[config.mk]
export PLATFORM = sky130hd
export DESIGN_NAME = demux_1x16_deser
export DESIGN_NICKNAME = d
export VERILOG_FILES = /design/src/rtl/demux_1x16_deser.sv
export SDC_FILE = /design/constraint.sdc
export NUM_CORES = 1
export LEC_CHECK = 0
export ABC_AREA = 0
export CAP_MARGIN = 25
export CORE_ASPECT_RATIO = 1.75
export CORE_MARGIN = 1
export CORE_UTILIZATION = 49
export CTS_CLUSTER_SIZE = 25
export DETAILED_ROUTE_END_ITERATION = 10
export PLACE_DENSITY = 0.76
export SLEW_MARGIN = 20
export SYNTH_ARGS = -nofsm -noshare
export SYNTH_HDL_FRONTEND = slang
export SYNTH_SLANG_ARGS = --single-unit
[constraint.sdc]
create_clock -name clk -period 1.58 [get_ports clk]
set_input_delay 0.316 -clock clk [delete_from_list [all_inputs] [get_ports clk]]
set_output_delay 0.316 -clock clk [all_outputs]
set_load 0.03 [all_outputs]
[src/rtl/demux_1x16_deser.sv]
// Serial-to-parallel 1:16 demultiplexer with an assembly register and a one-word
// output register, so a stalled consumer costs at most one extra buffered word.
module demux_1x16_deser #(
    parameter bit MSB_FIRST = 1'b0
) (
    input  logic        clk,
    input  logic        rst_n,
    input  logic        in,
    input  logic        in_valid,
    output logic        in_ready,
    input  logic        clear,
    output logic [3:0]  select,
    output logic [15:0] out,
    output logic        out_valid,
    input  logic        out_ready
);

    logic [3:0]  select_reg, select_next;
    logic [15:0] asm_reg, asm_next;
    logic        asm_full_reg, asm_full_next;
    logic [15:0] out_reg, out_next;
    logic        out_valid_reg, out_valid_next;

    logic [3:0]  idx;
    logic [15:0] asm_with_bit;
    logic        slot_free;
    logic        accept;
    logic        word_done;
    logic        load_from_in;
    logic        load_from_asm;

    assign idx       = MSB_FIRST ? (4'd15 - select_reg) : select_reg;
    assign slot_free = !out_valid_reg || out_ready;
    assign accept    = in_valid && !asm_full_reg;
    assign word_done = accept && (select_reg == 4'd15);

    // The word including the bit being accepted this cycle.
    generate
        for (genvar gi = 0; gi < 16; gi++) begin : g_asm_bit
            assign asm_with_bit[gi] = (idx == 4'(gi)) ? in : asm_reg[gi];
        end
    endgenerate

    // clear wins over both the completing accept and the buffered transfer.
    assign load_from_in  = !clear && word_done && slot_free;
    assign load_from_asm = !clear && asm_full_reg && slot_free;

    always_comb begin
        select_next    = select_reg;
        asm_next       = asm_reg;
        asm_full_next  = asm_full_reg;
        out_next       = out_reg;
        out_valid_next = out_valid_reg;

        if (clear) begin
            select_next   = 4'd0;
            asm_next      = 16'h0000;
            asm_full_next = 1'b0;
        end else if (accept) begin
            asm_next    = asm_with_bit;
            select_next = select_reg + 4'd1;
            if (word_done && !slot_free) begin
                asm_full_next = 1'b1;
            end
        end else if (asm_full_reg && slot_free) begin
            asm_full_next = 1'b0;
        end

        if (load_from_in) begin
            out_next       = asm_with_bit;
            out_valid_next = 1'b1;
        end else if (load_from_asm) begin
            out_next       = asm_reg;
            out_valid_next = 1'b1;
        end else if (out_ready) begin
            out_valid_next = 1'b0;
        end
    end

    always_ff @(posedge clk or negedge rst_n) begin
        if (!rst_n) begin
            select_reg    <= 4'd0;
            asm_reg       <= 16'h0000;
            asm_full_reg  <= 1'b0;
            out_reg       <= 16'h0000;
            out_valid_reg <= 1'b0;
        end else begin
            select_reg    <= select_next;
            asm_reg       <= asm_next;
            asm_full_reg  <= asm_full_next;
            out_reg       <= out_next;
            out_valid_reg <= out_valid_next;
        end
    end

    assign in_ready  = !asm_full_reg;
    assign select    = select_reg;
    assign out       = out_reg;
    assign out_valid = out_valid_reg;

endmodule

-- After elaboration in Yosys (flattened, before gate mapping)
Index checks and enable logic that the tools add are counted.
- add/subtract/negate cells: 1
- equal/unequal tests: 16
- mux-type cells: 29
- reduce and logical (&&, ||, !) cells: 19
- operators with widths (kind ; number):
    16-bit 2-to-1 mux ; 4
    4-bit equality test (second input constant) ; 8
    1-bit 2-to-1 mux ; 23
    4-bit by 3-bit equality test with 1-bit output (second input constant) ; 4
    4-bit by 2-bit equality test with 1-bit output (second input constant) ; 2
    1-bit logical AND ; 8
    4-bit 2-to-1 mux ; 2
    3-bit nonzero test ; 2
    4-bit by 1-bit adder with 4-bit output (second input constant) ; 1
    4-bit by 1-bit equality test with 1-bit output (second input constant) ; 1
    1-bit zero test ; 4
    4-bit zero test ; 1
    2-bit nonzero test ; 2
    3-bit by 2-bit != test with 1-bit output (second input constant) ; 1
    2-bit AND reduction ; 1
    1-bit logical OR ; 1
- flip-flop bits (word level): 38

-- Depth between registers and ports, before layout
- depth in word-level cells: 7
- depth in mapped cells: 7
- depth with buffers taken out: 5

-- Least setup slack after synthesis
Ideal clock, no wire load.
- path type: reg2reg
- from: reg select_reg[0] (netlist: select[0])
- to: reg out_reg[13] (netlist: out[13])
- data arrival time: 1.659 ns
- data required time: 1.501 ns
- setup slack: -0.158 ns
- cell stages (with the launch flop): 7
- clock period less this slack: 1.738 ns
- cell sequence: dfrtp_1 -> ha_1 -> nand4_2 -> nor3b_2 -> buf_6 -> buf_12 -> mux2i_1
- word-level cells in the longest chain between the ends: 5
- elaborated cells between the ends (all ways): 8
- classes of those cells: 2 x eq/ne; 2 x mux; 4 x reduce/logical
- ends and longest elaborated chain (item ; RTL line ; text):
    start, declared ; 18 ; logic [3:0] select_reg, select_next;
    start signal, assigned ; 88 ; select_reg <= select_next;
    4-bit equality test ; 35 ; assign word_done = accept && (select_reg == 4'd15);
    1-bit logical AND ; 35 ;
    1-bit logical AND (2 in a row) ; 45 ; assign load_from_in = !clear && word_done && slot_free;
    16-bit 2-to-1 mux / 2-bit nonzero test (equally long branches) ; -- ;
    end signal, assigned ; 91 ; out_reg <= out_next;
    end, declared ; 21 ; logic [15:0] out_reg, out_next;
Several ways; a longest one is shown, not always the timed one.
A chain may end at the register's enable or synchronous reset.

-- Worst setup path in the final report
- from: in clear
- to: reg out_reg[1] (netlist: out[1])
- word-level cells in the longest chain between the ends: 4
- elaborated cells between the ends (all ways): 7
- classes of those cells: 1 x mux; 6 x reduce/logical
- ends and longest elaborated chain (item ; RTL line ; text):
    start, declared ; 11 ; input logic clear,
    1-bit zero test * ; 45, 46 ;
    1-bit logical AND, on equally long branches (2 in a row) ; 45, 46 ;
    16-bit 2-to-1 mux / 2-bit nonzero test (equally long branches) ; -- ;
Every way passes the cells marked *; elsewhere a longest branch is shown, timed or not.

==> impl_metrics.env <==
export IMPL_status="finished, final reports clean"
export IMPL_ys_seq_elements=38
export IMPL_vias=1482
export IMPL_drt_iter0_drc=50
export IMPL_drive_above_1_share_pct=16.44
export IMPL_worstPathMaxFanout=9
export IMPL_cts_tree="done"
export IMPL_synth_warnings=0
export IMPL_die_width_um=50.05
export IMPL_clk_pin_slew_ns=0.07
export IMPL_overflow=0
export IMPL_drt_first_pass_iters=4
export IMPL_nets=228
export IMPL_critPathLaunchType="input pin"
export IMPL_fillers=308
export IMPL_dieArea_um2=4308
export IMPL_dp_cells=255
export IMPL_fmax_ghz=0.6374
export IMPL_relSlewSlack_pct=79.59
export IMPL_crit_arrival_ns=1.77
export IMPL_cp_cell_sequence="clkdlybuf4s50_1 -> or2_4 -> nor3b_4 -> buf_6 -> buf_12 -> mux2i_1"
export IMPL_hp_class="input pin to asynchronous set/reset pin"
export IMPL_rr_worst_depth=6
export IMPL_drc=0
export IMPL_finalHoldViolations=0
export IMPL_htree_levels=2
export IMPL_viasPerCell=5.551
export IMPL_grt_max_degree=39
export IMPL_synth_cell_types=27
export IMPL_end_kind="register"
export IMPL_vdd_drop_max_uv=747.8
export IMPL_cpMaxStageDelayCell="clkdlybuf4s50_1"
export IMPL_synth_nets=188
export IMPL_min_period_over_period_pct=99.30
export IMPL_crit_type="input pin to register"
export IMPL_gp_congestion=0.7891
export IMPL_die_h_um=86.08
export IMPL_portBuffers=27
export IMPL_syn_area_per_cell_um2=11.12
export IMPL_synthCells=178
export IMPL_area_delta_synth_final_pct=28.45
export IMPL_grt_pass1_wl_um=7293
export IMPL_grt_pass1_vias=1573
export IMPL_gr_usage_all_layers_pct=23.07
export IMPL_placementRows=30
export IMPL_slew_viol_final=0
export IMPL_critical_path_max_stage_delay_ns=0.45
export IMPL_cp_data_required_time_ns=1.78
export IMPL_grt_antenna_before_repair=0
export IMPL_powerDensity_nw_per_um2=764.8
export IMPL_drt_wl_total_um=4576
export IMPL_tightest_slew_ns=0.3074
export IMPL_dp_hpwl_um=3070
export IMPL_antenna_left=0
export IMPL_numCtsBuffers=5
export IMPL_cts_root_buffer="clkbuf_8"
export IMPL_cts_sink_count=38
export IMPL_fin_cells=267
export IMPL_clockBufferDepth=2
export IMPL_wl_per_cell_um=17.14
export IMPL_diodes=0
export IMPL_max_cap_violations=0
export IMPL_fin_skew_ns=0.005404
export IMPL_syn_area_um2=1979
export IMPL_p_leak_uw=0.001388
export IMPL_design_core_area_um2=3866
export IMPL_tns_ns=0
export IMPL_setup_violations=0
export IMPL_min_period_ns=1.569
export IMPL_yosysSeqAreaShare_pct=48.04
export IMPL_initial_utilization_pct=51.20
export IMPL_ioPinCount=28
export IMPL_clkLatencyLatePin_ns=0.29
[per-stage QoR]
stage / hold slack, ns / power (µW) / setup slack, ns / area [µm²] / util [%]
after floorplan: 0.02041 / 1170 / 0.04790 / 1994 / -
after detailed placement: 0.5315 / 1275 / -0.2910 / 2410 / 62.33
after global placement: 0.5124 / 1258 / -0.1488 / 2410 / 62.33
final: 0.4011 / 1944 / 0.01103 / 2542 / 65.76
after CTS: 0.4111 / 1953 / 0.002226 / 2480 / 64.14
after global routing: 0.4276 / 2027 / -0.02376 / 2542 / 65.76
[layer usage]
layer / vias up / part of all wire (%) / GRT usage, %
met5: - / 0 / 0
met4: 0 / 2.5 / 10.65
met3: 9 / 2.6 / 4.965
met2: 30 / 55 / 41.33
met1: 745 / 40 / 25.06
li1: 698 / - / -
[final timing paths]
path / slack, ns / end / from
setup / recovery: 0.01 / out[1]$_DFFE_PN0P_ / clear
hold / removal: 0.40 / out_valid$_DFFE_PN0P_ / rst_n
setup reg to reg: 0.03 / out[1]$_DFFE_PN0P_ / select[0]$_DFFE_PN0N_
hold reg to reg: 0.55 / out[15]$_DFFE_PN0P_ / out[15]$_DFFE_PN0P_
max in group asynchronous: 0.98 / select[0]$_DFFE_PN0N_ / rst_n
min in group clk: 0.55 / out[15]$_DFFE_PN0P_ / out[15]$_DFFE_PN0P_
[power by group]
group	internal [µW]	switching, µW
Clock	352	331
Combinational	98.6	134
Sequential	1000	27.6
Total	1450	493
[worst max-delay path: cells and delay by family]
| kind | cells | cell delay, ns |
|---|---|---|
| buf+inv | 3 | 0.74 |
| simple gates | 2 | 0.49 |
| mux | 1 | 0.22 |
[layout by cell type (no fill, tap or decap)]
cell	netlist	routed
ha_1	4	2
o211ai_1	1	1
clkdlybuf4s50_1	0	5
clkbuf_16	0	1
buf_12	1	5
nand2_1	17	17
and2b_1	1	1
nand4_1	1	1
mux2i_2	0	1
dlygate4sd2_1	0	22
nand4_2	1	1
nor3b_4	0	1
clkbuf_8	0	6
nor2_1	22	22
o21ai_2	1	1
clkbuf_1	4	1
ha_2	0	1
inv_1	3	3
nor2b_2	0	2
xnor2_1	1	1
and2_1	1	1
mux2i_1	49	48
ha_4	0	1
a21oi_1	1	1
a211oi_1	14	14
dfrtp_1	38	36
or2_4	0	1
buf_4	1	11
xor2_1	2	2
nand3b_1	1	1
clkinv_2	0	1
dfrtp_2	0	2
nand3_1	3	3
buf_6	2	1
nand2b_1	1	1
[cell usage after synthesis]
library cell,number,area (µm²)
ha_1,4,50.05
clkbuf_1,4,15.01
nand2b_1,1,6.260
nor2b_1,2,12.51
o21ai_2,1,8.760
buf_4,1,7.510
nand3b_1,1,7.510
xor2_1,2,17.52
nor3b_2,1,12.51
mux2i_1,49,490.5
xnor2_1,1,8.760
nand3_1,3,15.01
and2_1,1,6.260
nand2_1,17,63.81
o211ai_1,1,7.510
a211oi_1,14,105.1
inv_1,3,11.26
nor2_1,22,82.58
dfrtp_1,38,950.9
buf_12,1,20.02
or2_1,1,6.260
buf_2,4,20.02
nand4_2,1,12.51
and2b_1,1,7.510
buf_6,2,22.52
a21oi_1,1,5.000
nand4_1,1,6.260
[cell families (layout without fill, tap and decap cells)]
group	Yosys count	in the layout	share of synthesized area, %
simple gates	52	52	12.07
mux	49	49	24.78
flops	38	38	48.04
compound gates	17	17	6.384
buf+inv	15	56	4.867
fa+ha+maj	4	4	2.529
xor+xnor	3	3	1.328
[area by class of cell]
class	instances	area, µm²	area share (%)
multi-input cells	125	964.7	37.94
repair buffers	45	461.7	18.16
clock inverters	1	5.005	0.1969
clock buffers	7	86.33	3.396
inverters	3	11.26	0.4429
flip-flops and latches	38	953.4	37.50
well taps	48	60.06	2.362
[what timing repair did]
item,4_1_cts,5_1_grt
hold endpoints to repair,0,0
hold buffers,0,0
gates resized for setup,23,5
cloned,0,1
setup endpoints to repair,24,17
setup buffers,0,3
pin swaps,0,0
Note: power is estimated with default switching activity, not from simulation.
